$ cat config.mk
export PLATFORM = sky130hd
export DESIGN_NAME = mic3_sample_fifo
export DESIGN_NICKNAME = d
export VERILOG_FILES = /design/src/rtl/mic3_sample_fifo.sv
export SDC_FILE = /design/constraint.sdc
export NUM_CORES = 1
export LEC_CHECK = 0
export CORE_AREA = 10 10 161 163
export DETAILED_ROUTE_END_ITERATION = 16
export DIE_AREA = 0 0 171 173
export PLACE_DENSITY_LB_ADDON = 0.1
export SYNTH_ARGS = -nofsm -noshare
export SYNTH_HDL_FRONTEND = slang
export SYNTH_SLANG_ARGS = --single-unit
$ cat constraint.sdc
create_clock -name clk -period 2.9 [get_ports clk]
set_clock_uncertainty 0.2 [all_clocks]
set_input_delay 0.29 -clock clk [delete_from_list [all_inputs] [get_ports clk]]
set_output_delay 0.29 -clock clk [all_outputs]
set_load 0.02 [all_outputs]
$ cat src/rtl/mic3_sample_fifo.sv
// mic3_sample_fifo: periodic read-request generator for the MIC3 SPI
// interface plus a small sample FIFO with a ready/valid output side.
// Optional feature macro: MIC3_FIFO_DROP_OLDEST_EN
//   defined   -> a push into a full FIFO overwrites the oldest sample
//   undefined -> a push into a full FIFO discards the incoming sample
// Either way the sticky overflow flag records the event.
module mic3_sample_fifo #(
  parameter int DEPTH      = 16,
  parameter int SAMPLE_DIV = 2268
) (
  input  logic                     clk,
  input  logic                     rst,
  input  logic                     enable,
  output logic                     read,
  input  logic [11:0]              audio_in,
  input  logic                     new_data,
  output logic [11:0]              m_data,
  output logic                     m_valid,
  input  logic                     m_ready,
  output logic [$clog2(DEPTH):0]   count,
  output logic                     overflow,
  input  logic                     clear_ovf
);

  localparam int PW = $clog2(DEPTH);
  localparam int CW = PW + 1;
  localparam logic [15:0]   DIV_LAST = 16'(SAMPLE_DIV - 1);
  localparam logic [CW-1:0] FULL_CNT = CW'(DEPTH);
  localparam logic [CW-1:0] CNT_ONE  = CW'(1);
  localparam logic [PW-1:0] PTR_ONE  = PW'(1);

  logic [15:0]   div_cnt_r;
  logic [15:0]   div_nxt_s;
  logic          read_r;
  logic [PW-1:0] wr_ptr_r;
  logic [PW-1:0] rd_ptr_r;
  logic [CW-1:0] cnt_r;
  logic [CW-1:0] cnt_nxt_s;
  logic          valid_r;
  logic          ovf_r;
  logic [11:0]   mem_r [DEPTH];

  logic push_s;
  logic pop_s;
  logic full_s;
  logic ovf_evt_s;
  logic wr_en_s;
  logic wr_adv_s;
  logic rd_adv_s;

  assign push_s = new_data;
  assign pop_s  = valid_r & m_ready;
  assign full_s = (cnt_r == FULL_CNT);

  // Next divider value: held at zero while disabled, wraps after DIV_LAST.
  always_comb begin
    div_nxt_s = 16'd0;
    if (!enable) begin
      div_nxt_s = 16'd0;
    end else if (div_cnt_r == DIV_LAST) begin
      div_nxt_s = 16'd0;
    end else begin
      div_nxt_s = div_cnt_r + 16'd1;
    end
  end

  // Divider state and registered read pulse, high exactly while the counter sits at DIV_LAST.
  always_ff @(posedge clk or posedge rst) begin
    if (rst) begin
      div_cnt_r <= 16'd0;
      read_r    <= 1'b0;
    end else begin
      div_cnt_r <= div_nxt_s;
      read_r    <= (div_nxt_s == DIV_LAST);
    end
  end

  // FIFO control: decide write, pointer moves and next occupancy for this cycle.
  always_comb begin
    wr_en_s   = 1'b0;
    wr_adv_s  = 1'b0;
    rd_adv_s  = 1'b0;
    cnt_nxt_s = cnt_r;
    ovf_evt_s = 1'b0;
    if (push_s && !pop_s && full_s) begin
      ovf_evt_s = 1'b1;
`ifdef MIC3_FIFO_DROP_OLDEST_EN
      // Overwrite the oldest slot; both pointers move so occupancy stays full.
      wr_en_s  = 1'b1;
      wr_adv_s = 1'b1;
      rd_adv_s = 1'b1;
`else
      // Incoming sample is dropped; storage and pointers are untouched.
      wr_en_s  = 1'b0;
      wr_adv_s = 1'b0;
      rd_adv_s = 1'b0;
`endif
    end else begin
      wr_en_s  = push_s;
      wr_adv_s = push_s;
      rd_adv_s = pop_s;
      case ({push_s, pop_s})
        2'b10:   cnt_nxt_s = cnt_r + CNT_ONE;
        2'b01:   cnt_nxt_s = cnt_r - CNT_ONE;
        default: cnt_nxt_s = cnt_r;
      endcase
    end
  end

  // Pointer, occupancy, valid and sticky overflow registers.
  always_ff @(posedge clk or posedge rst) begin
    if (rst) begin
      wr_ptr_r <= '0;
      rd_ptr_r <= '0;
      cnt_r    <= '0;
      valid_r  <= 1'b0;
      ovf_r    <= 1'b0;
    end else begin
      if (wr_adv_s) begin
        wr_ptr_r <= wr_ptr_r + PTR_ONE;
      end
      if (rd_adv_s) begin
        rd_ptr_r <= rd_ptr_r + PTR_ONE;
      end
      cnt_r   <= cnt_nxt_s;
      valid_r <= (cnt_nxt_s != '0);
      if (ovf_evt_s) begin
        ovf_r <= 1'b1;
      end else if (clear_ovf) begin
        ovf_r <= 1'b0;
      end
    end
  end

  // Sample storage; deliberately not reset, stale contents are never visible.
  always_ff @(posedge clk) begin
    if (wr_en_s) begin
      mem_r[wr_ptr_r] <= audio_in;
    end
  end

  assign read     = read_r;
  assign m_data   = mem_r[rd_ptr_r];
  assign m_valid  = valid_r;
  assign count    = cnt_r;
  assign overflow = ovf_r;

endmodule

==> impl_results.md, run 1 <==
* Largest net degree at the start of global routing at 33
* Via density at 5.361
* Clock Path Buffers at 3
* Fin worst setup slack at -0.1004 ns
* Flip-flop and latch count after synthesis at 224
* Seq pwr share at 37.9%
* Sw frac at 28.75%
* Max Freq at 333.3 MHz
* Synth Warn # at 0
* FF-to-FF path depth at 10
* Setup violations, final at 10
* Pre-Repair DR Iteration Count at 4
* CTS tree: built
* Final cycle utilization of the critical path at 103.5%
* Post-Syn Instances at between 400 and 500
* RD Place Congestion at a little under 0.9
* Share of cells above drive strength 1 at 31.26%
* Sequential share of the synthesized area at between 70% and 80%
* Max cap viols at 0
* Reg clk slew, reported paths at 0.06 ns
* Worst Path Required at 2.41 ns
* Area leader, netlist: edfxtp_1
* Syn avg cell area at 19.27 um^2
* Die H at 173 um
* Switch Pwr at 0.003142 W
* Post-synth EDFFs at approximately 190
* Combinational power share at 34.7%
* Clock power share at 27.4%
* Syn nets at 501
* PD cells at 969.2 mW/mm^2
* P_int at about 0.008 W
* DRT Wirelength at around 19000 um
* Post-Syn Area at 0.009114 mm^2
* Worst Setup EP: m_data[1]
* First-pass GRT wire length at ~30000 um
* Initial antenna violation count at 0
* Critical path launch point type: flip-flop
* WL/cell at 21.83 um
* Violated checks: setup timing
* RSZ-0062 raised after global routing: yes
* Main synth FF type: edfxtp_1
* Total global-route track usage at 13.05%
* Vias in the first global route at 5038
* Main area contributors after synthesis: edfxtp_1, mux4_2, dfrtp_1, ha_1, xnor2_1
* Async SR Flop Fraction at 14.29%
* Final ANT Viol Nets at 0
* Post-DP HPWL at 12390 um
* Die width at 171 um
* Clock latency on the worst-skew pair at 0.50 ns
* Drt first-iter violations at 254
* Top-area cell type share of the netlist area at between 60% and 70%
* DIE AREA at 0.02958 mm^2
* Clock sink count at 224
* Final Max Slew Viols at 0
* Fin util at between 40% and 50%
* Area Growth Syn to Fin at 23.72%
* Tmin final at ~3 ns
* Worst r2r dst: m_valid
* Netlist cell types at between 40 and 50
* Remaining DRCs at 0
* Setup TNS Final at -0.7481 ns
* Ant. Diodes at 0
* Min Hold Slack at 0.1558 ns
* Via Count at about 4700
* Fin nets at 608
* Final Hold Vio Count at 0
* Final std cells w/o fill at 880
* Max H-tree Level at 1
* Core Region at 0.02257 mm^2
* Setup crit end kind: output pin
* Status: finished with violations
* FF-to-FF Start: m_valid
* Grt ovf at 0
* Place WS at -0.06477 ns
* Top-Level Pins at 38
* Worst R2R Setup Slack at a little under 0.3 ns
* Starting density of the core at 40.38%
* Port bufs at 37
* Measured slew at the worst slew-check pin at 0.6254 ns
* # rows at 55
* Worst setup path category: flip-flop to output pin
* CP arrival at 2.51 ns
* TritonCTS buffer count at 24
* Setup crit start: rd_ptr_r[0]
* Relative slew slack at 57.92%
* Pleak at 3.912 nW
* CP max FO at 5
* Root buf cell: clkbuf_16
* Placed Cells at about 830
* HP Class: input pin to flip-flop
* Peak VDD IR at about 0.46 mV
metal layers:
metal	GRT usage, %	vias to the layer above	wire (um)
met5	0	-	0
met4	2.827	0	240
met3	2.482	18	931
met2	21.27	97	9557
met1	17.71	2484	8480
li1	-	2119	-
metrics by stage:
step                      cell area, um^2  total power (W)
after floorplan                      9114         0.006186
after global placement              10250         0.007560
after detailed placement            10250         0.007623
after CTS                           11270          0.01107
after global routing                11280          0.01144
final                               11280          0.01093
cell type report:
type                    instances  area, um^2
well taps                     285       356.6
clock buffers                  29       640.6
fillers                      1852       11300
inverters                      12       45.04
clock inverters                12       128.9
repair buffers                102        1076
multi-input cells             216        2457
flip-flops and latches        224        6571
worst min-delay path by stage:
stage,slack [ns],start,cells after the start,end
global placement,0.29,rd_ptr_r[2],1,rd_ptr_r[2]
CTS,0.14,clear_ovf,2,overflow
finish,0.16,clear_ovf,2,overflow
floorplan,0.19,audio_in[0],0,mem_r[0][0]
detailed placement,0.29,rd_ptr_r[2],1,rd_ptr_r[2]
global route,0.16,clear_ovf,2,overflow
worst max-delay path: stages, from the launching register on:
cell and delay, ns:
dfrtp_4 0.50, buf_12 0.15, buf_12 0.12, buf_12 0.13, mux4_2 0.43, mux4_2 0.52
buf_6 0.16
registers in the layout, indices dropped and copies added (netlist names):
signal,count
overflow,1
count,5
m_valid,1
wr_ptr_r,4
read,1
mem_r,192
rd_ptr_r,4
div_cnt_r,16
synthesized netlist by cell type, drive strengths merged (2+ instances only):
master,count
a211oi,3
a21oi,4
and2,4
and3,3
and3b,2
buf,11
clkbuf,10
dfrtp,32
edfxtp,192
ha,10
inv,12
mux2,2
mux4,60
nand2,17
nand3,10
nand4,2
nand4b,2
nor2,23
nor3,9
nor3b,3
nor4,8
o21ai,9
or3,2
or4,2
or4b,2
xnor2,13
xor2,11
kinds of logic (layout without fill, tap and decap cells):
group / count (synthesis) / in the layout / synth area share, %
buf+inv: 33 / 155 / 1.483
mux: 63 / 63 / 15.18
xor+xnor: 24 / 24 / 2.306
compound gates: 23 / 23 / 1.853
fa+ha+maj: 10 / 10 / 1.373
simple gates: 96 / 96 / 5.752
flops: 224 / 224 / 72.05
power groups by stage:
stage	clock, W	combinational, W	sequential [W]
after floorplan	0	0.00208	0.00410
after global placement	0	0.00336	0.00420
after detailed placement	0	0.00340	0.00422
after CTS	0.00308	0.00386	0.00414
after global routing	0.00320	0.00406	0.00417
final	0.00300	0.00379	0.00414
placed cells by master, fill, tap and decap left out, types with 4 or more instances in the layout:
| cell type | netlist | final |
|---|---|---|
| clkbuf_16 | 0 | 25 |
| clkdlybuf4s50_1 | 0 | 25 |
| ha_1 | 10 | 10 |
| mux4_2 | 60 | 60 |
| clkinv_1 | 0 | 5 |
| dfrtp_1 | 32 | 30 |
| buf_6 | 0 | 16 |
| clkinv_2 | 0 | 4 |
| buf_12 | 0 | 8 |
| clkbuf_1 | 9 | 4 |
| edfxtp_1 | 192 | 192 |
| buf_4 | 0 | 48 |
| nor3_1 | 9 | 5 |
| o21ai_0 | 9 | 9 |
| nand2_1 | 17 | 17 |
| nand3_1 | 10 | 10 |
| xor2_1 | 11 | 11 |
| inv_1 | 12 | 12 |
| and2_1 | 4 | 4 |
| nor4_2 | 1 | 5 |
| nor2_1 | 23 | 23 |
| xnor2_1 | 13 | 13 |
| nor3_2 | 0 | 4 |
timing repair:
action                                  CTS  global route
setup buffers                            10             1
hold endpoints to repair                 32             0
gates resized for setup                  74             6
endpoints found under the setup margin   12            12
cloned                                    4             0
hold buffers                              1             0
Power figures use the tool's default switching activity.
==> run 2: changes to the inputs <==
Settings changed: CAP_MARGIN set to 20, SKIP_CTS_REPAIR_TIMING set to 1.
==> impl_results.md, run 2 (same netlist as run 1, synthesis figures left out) <==
* Status: finished with violations
* Violated checks: hold timing, setup timing
* CTS tree: built
* Ant. Diodes at 0 (unchanged)
* RD Place Congestion at 0.8734 (unchanged)
* Vias in the first global route at 5018 (-0.40%)
* Fin nets at 602 (-0.99%)
* Seq pwr share at 38.7% (+0.8 points)
* WL/cell at 22.12 um (+1.3%)
* Die H at 173 um (unchanged)
* Clock power share at 28.1% (+0.7 points)
* Pleak at 3.852 nW (-1.5%)
* Total global-route track usage at 12.89% (-0.15 points)
* Final std cells w/o fill at 874 (-0.68%)
* Die width at 171 um (unchanged)
* Measured slew at the worst slew-check pin at 0.6254 ns (unchanged)
* DIE AREA at 0.02958 mm^2 (unchanged)
* Fin worst setup slack at -0.03646 ns (+0.06399 ns)
* TritonCTS buffer count at 24 (unchanged)
* Max H-tree Level at 1 (unchanged)
* Port bufs at 37 (unchanged)
* Post-DP HPWL at 12390 um (unchanged)
* Root buf cell: clkbuf_16
* Final ANT Viol Nets at 0 (unchanged)
* Drt first-iter violations at 318 (+25%)
* Setup violations, final at 9 (-1)
* Design Power at 0.01067 W (-2.3%)
* Starting density of the core at 40.38% (unchanged)
* Most common cell after layout, fill and taps aside: edfxtp_1
* Clock sink count at 224 (unchanged)
* RSZ-0062 raised after global routing: yes
* Final cycle utilization of the critical path at 101.3% (-2.2 points)
* Max FFs per register at 192 (unchanged)
* CP max FO at 5 (unchanged)
* First-pass GRT wire length at 29700 um (-1.0%)
* Share of cells above drive strength 1 at 30.73% (-0.53 points)
* Worst R2R Setup Slack at 0.29 ns (about the same)
* Worst setup path category: flip-flop to output pin
* PD cells at 957.4 mW/mm^2 (-1.2%)
* Core Region at 0.02257 mm^2 (unchanged)
* Via density at 5.299 (-1.2%)
* Fin util at 49.38% (-0.57 points)
* Area Growth Syn to Fin at 22.31%
* Final Max Slew Viols at 0 (unchanged)
* Grt ovf at 0 (unchanged)
* Min Hold Slack at -0.02971 ns (-0.1855 ns)
* Sw frac at 29.20% (+0.45 points)
* Largest net degree at the start of global routing at 33 (unchanged)
* Worst Path Required at 2.41 ns (about the same)
* Via Count at 4631 (-1.8%)
* Max cap viols at 0 (unchanged)
* Max Freq at 340.5 MHz (+2.2%)
* Critical path launch point type: flip-flop
* # rows at 55 (unchanged)
* P_int at 0.007556 W (-3.0%)
* Reg clk slew, reported paths at 0.06 ns (about the same)
* Top-Level Pins at 38 (unchanged)
* Initial antenna violation count at 0 (unchanged)
* Final Hold Vio Count at 32 (+32)
* Placed Cells at 826 (unchanged)
* Switch Pwr at 0.003116 W (-0.82%)
* Pre-Repair DR Iteration Count at 4 (unchanged)
* Clock latency on the worst-skew pair at 0.51 ns (about the same)
* Clock Path Buffers at 3 (unchanged)
* CP arrival at 2.45 ns (-0.06 ns)
* Remaining DRCs at 0 (unchanged)
* Biggest register: mem_r
* HP Class: input pin to async pin
* Peak VDD IR at 0.4852 mV (+4.4%)
* DRT Wirelength at 19330 um (+0.62%)
* Tmin final at 2.936 ns (-0.06399 ns)
* Setup crit end kind: output pin
* Relative slew slack at 57.92% (unchanged)
* Combinational power share at 33.1% (-1.6 points)
* Most frequent cells in the layout: edfxtp_1, mux4_2, buf_4
run 2: changes by cell type in the layout (fill, tap and decap cells not counted):
cell	change
buf_16	-3
bufbuf_16	-1
buf_8	+1
clkbuf_2	+1
buf_2	+5
buf_6	-9
dlygate4sd3_1	-1
buf_12	-2
clkbuf_16	+4
buf_4	-1
run 2: power by group through the flow:
stage	clock network (W)	logic, W	registers, W
after floorplan	0	0.00208	0.00410
after global placement	0	0.00336	0.00420
after detailed placement	0	0.00340	0.00422
after CTS	0.00308	0.00341	0.00416
after global routing	0.00321	0.00379	0.00417
final	0.00300	0.00354	0.00413
run 2: critical path, cell delays in order (launching register included):
cell       delay (ns)
dfrtp_4          0.42
buf_4            0.18
clkbuf_16        0.17
mux4_2           0.51
mux4_2           0.48
clkbuf_2         0.17
run 2: per-layer routing:
layer	vias to the layer above	share of wire [%]	GRT usage (%)
met2	84	50	21.11
met4	0	1.3	2.827
met3	20	4.1	2.460
li1	2103	-	-
met5	-	0	0
met1	2424	45	17.40
run 2: area by class of cell:
cell class | instances | area, um^2
flip-flops and latches | 224 | 6571
clock inverters | 12 | 128.9
repair buffers | 96 | 947.2
inverters | 12 | 45.04
well taps | 285 | 356.6
clock buffers | 29 | 640.6
multi-input cells | 216 | 2457
fillers | 1867 | 11420
run 2: final timing paths:
check,cells past startpoint,to,startpoint
worst min register to register,1,rd_ptr_r[2],rd_ptr_r[2]
min in group clk,2,overflow,clear_ovf
worst max register to register,10,m_valid,m_valid
worst max-delay path,5,m_data[3],rd_ptr_r[0]
worst min-delay path,3,m_valid,rst
max in group asynchronous,3,rd_ptr_r[0],rst
run 2: metrics by stage:
stage | setup slack, ns | hold WS, ns | cell area, um^2 | TNS (ns)
floorplan | 0.02444 | 0.1889 | 9114 | 0
global placement | -0.02019 | 0.2905 | 10250 | -0.02019
detailed placement | -0.06477 | 0.2899 | 10250 | -0.06477
CTS | -0.4835 | -0.02861 | 11020 | -5.386
global route | -0.09191 | 0.01408 | 11150 | -0.9041
finish | -0.03646 | -0.02971 | 11150 | -0.1384
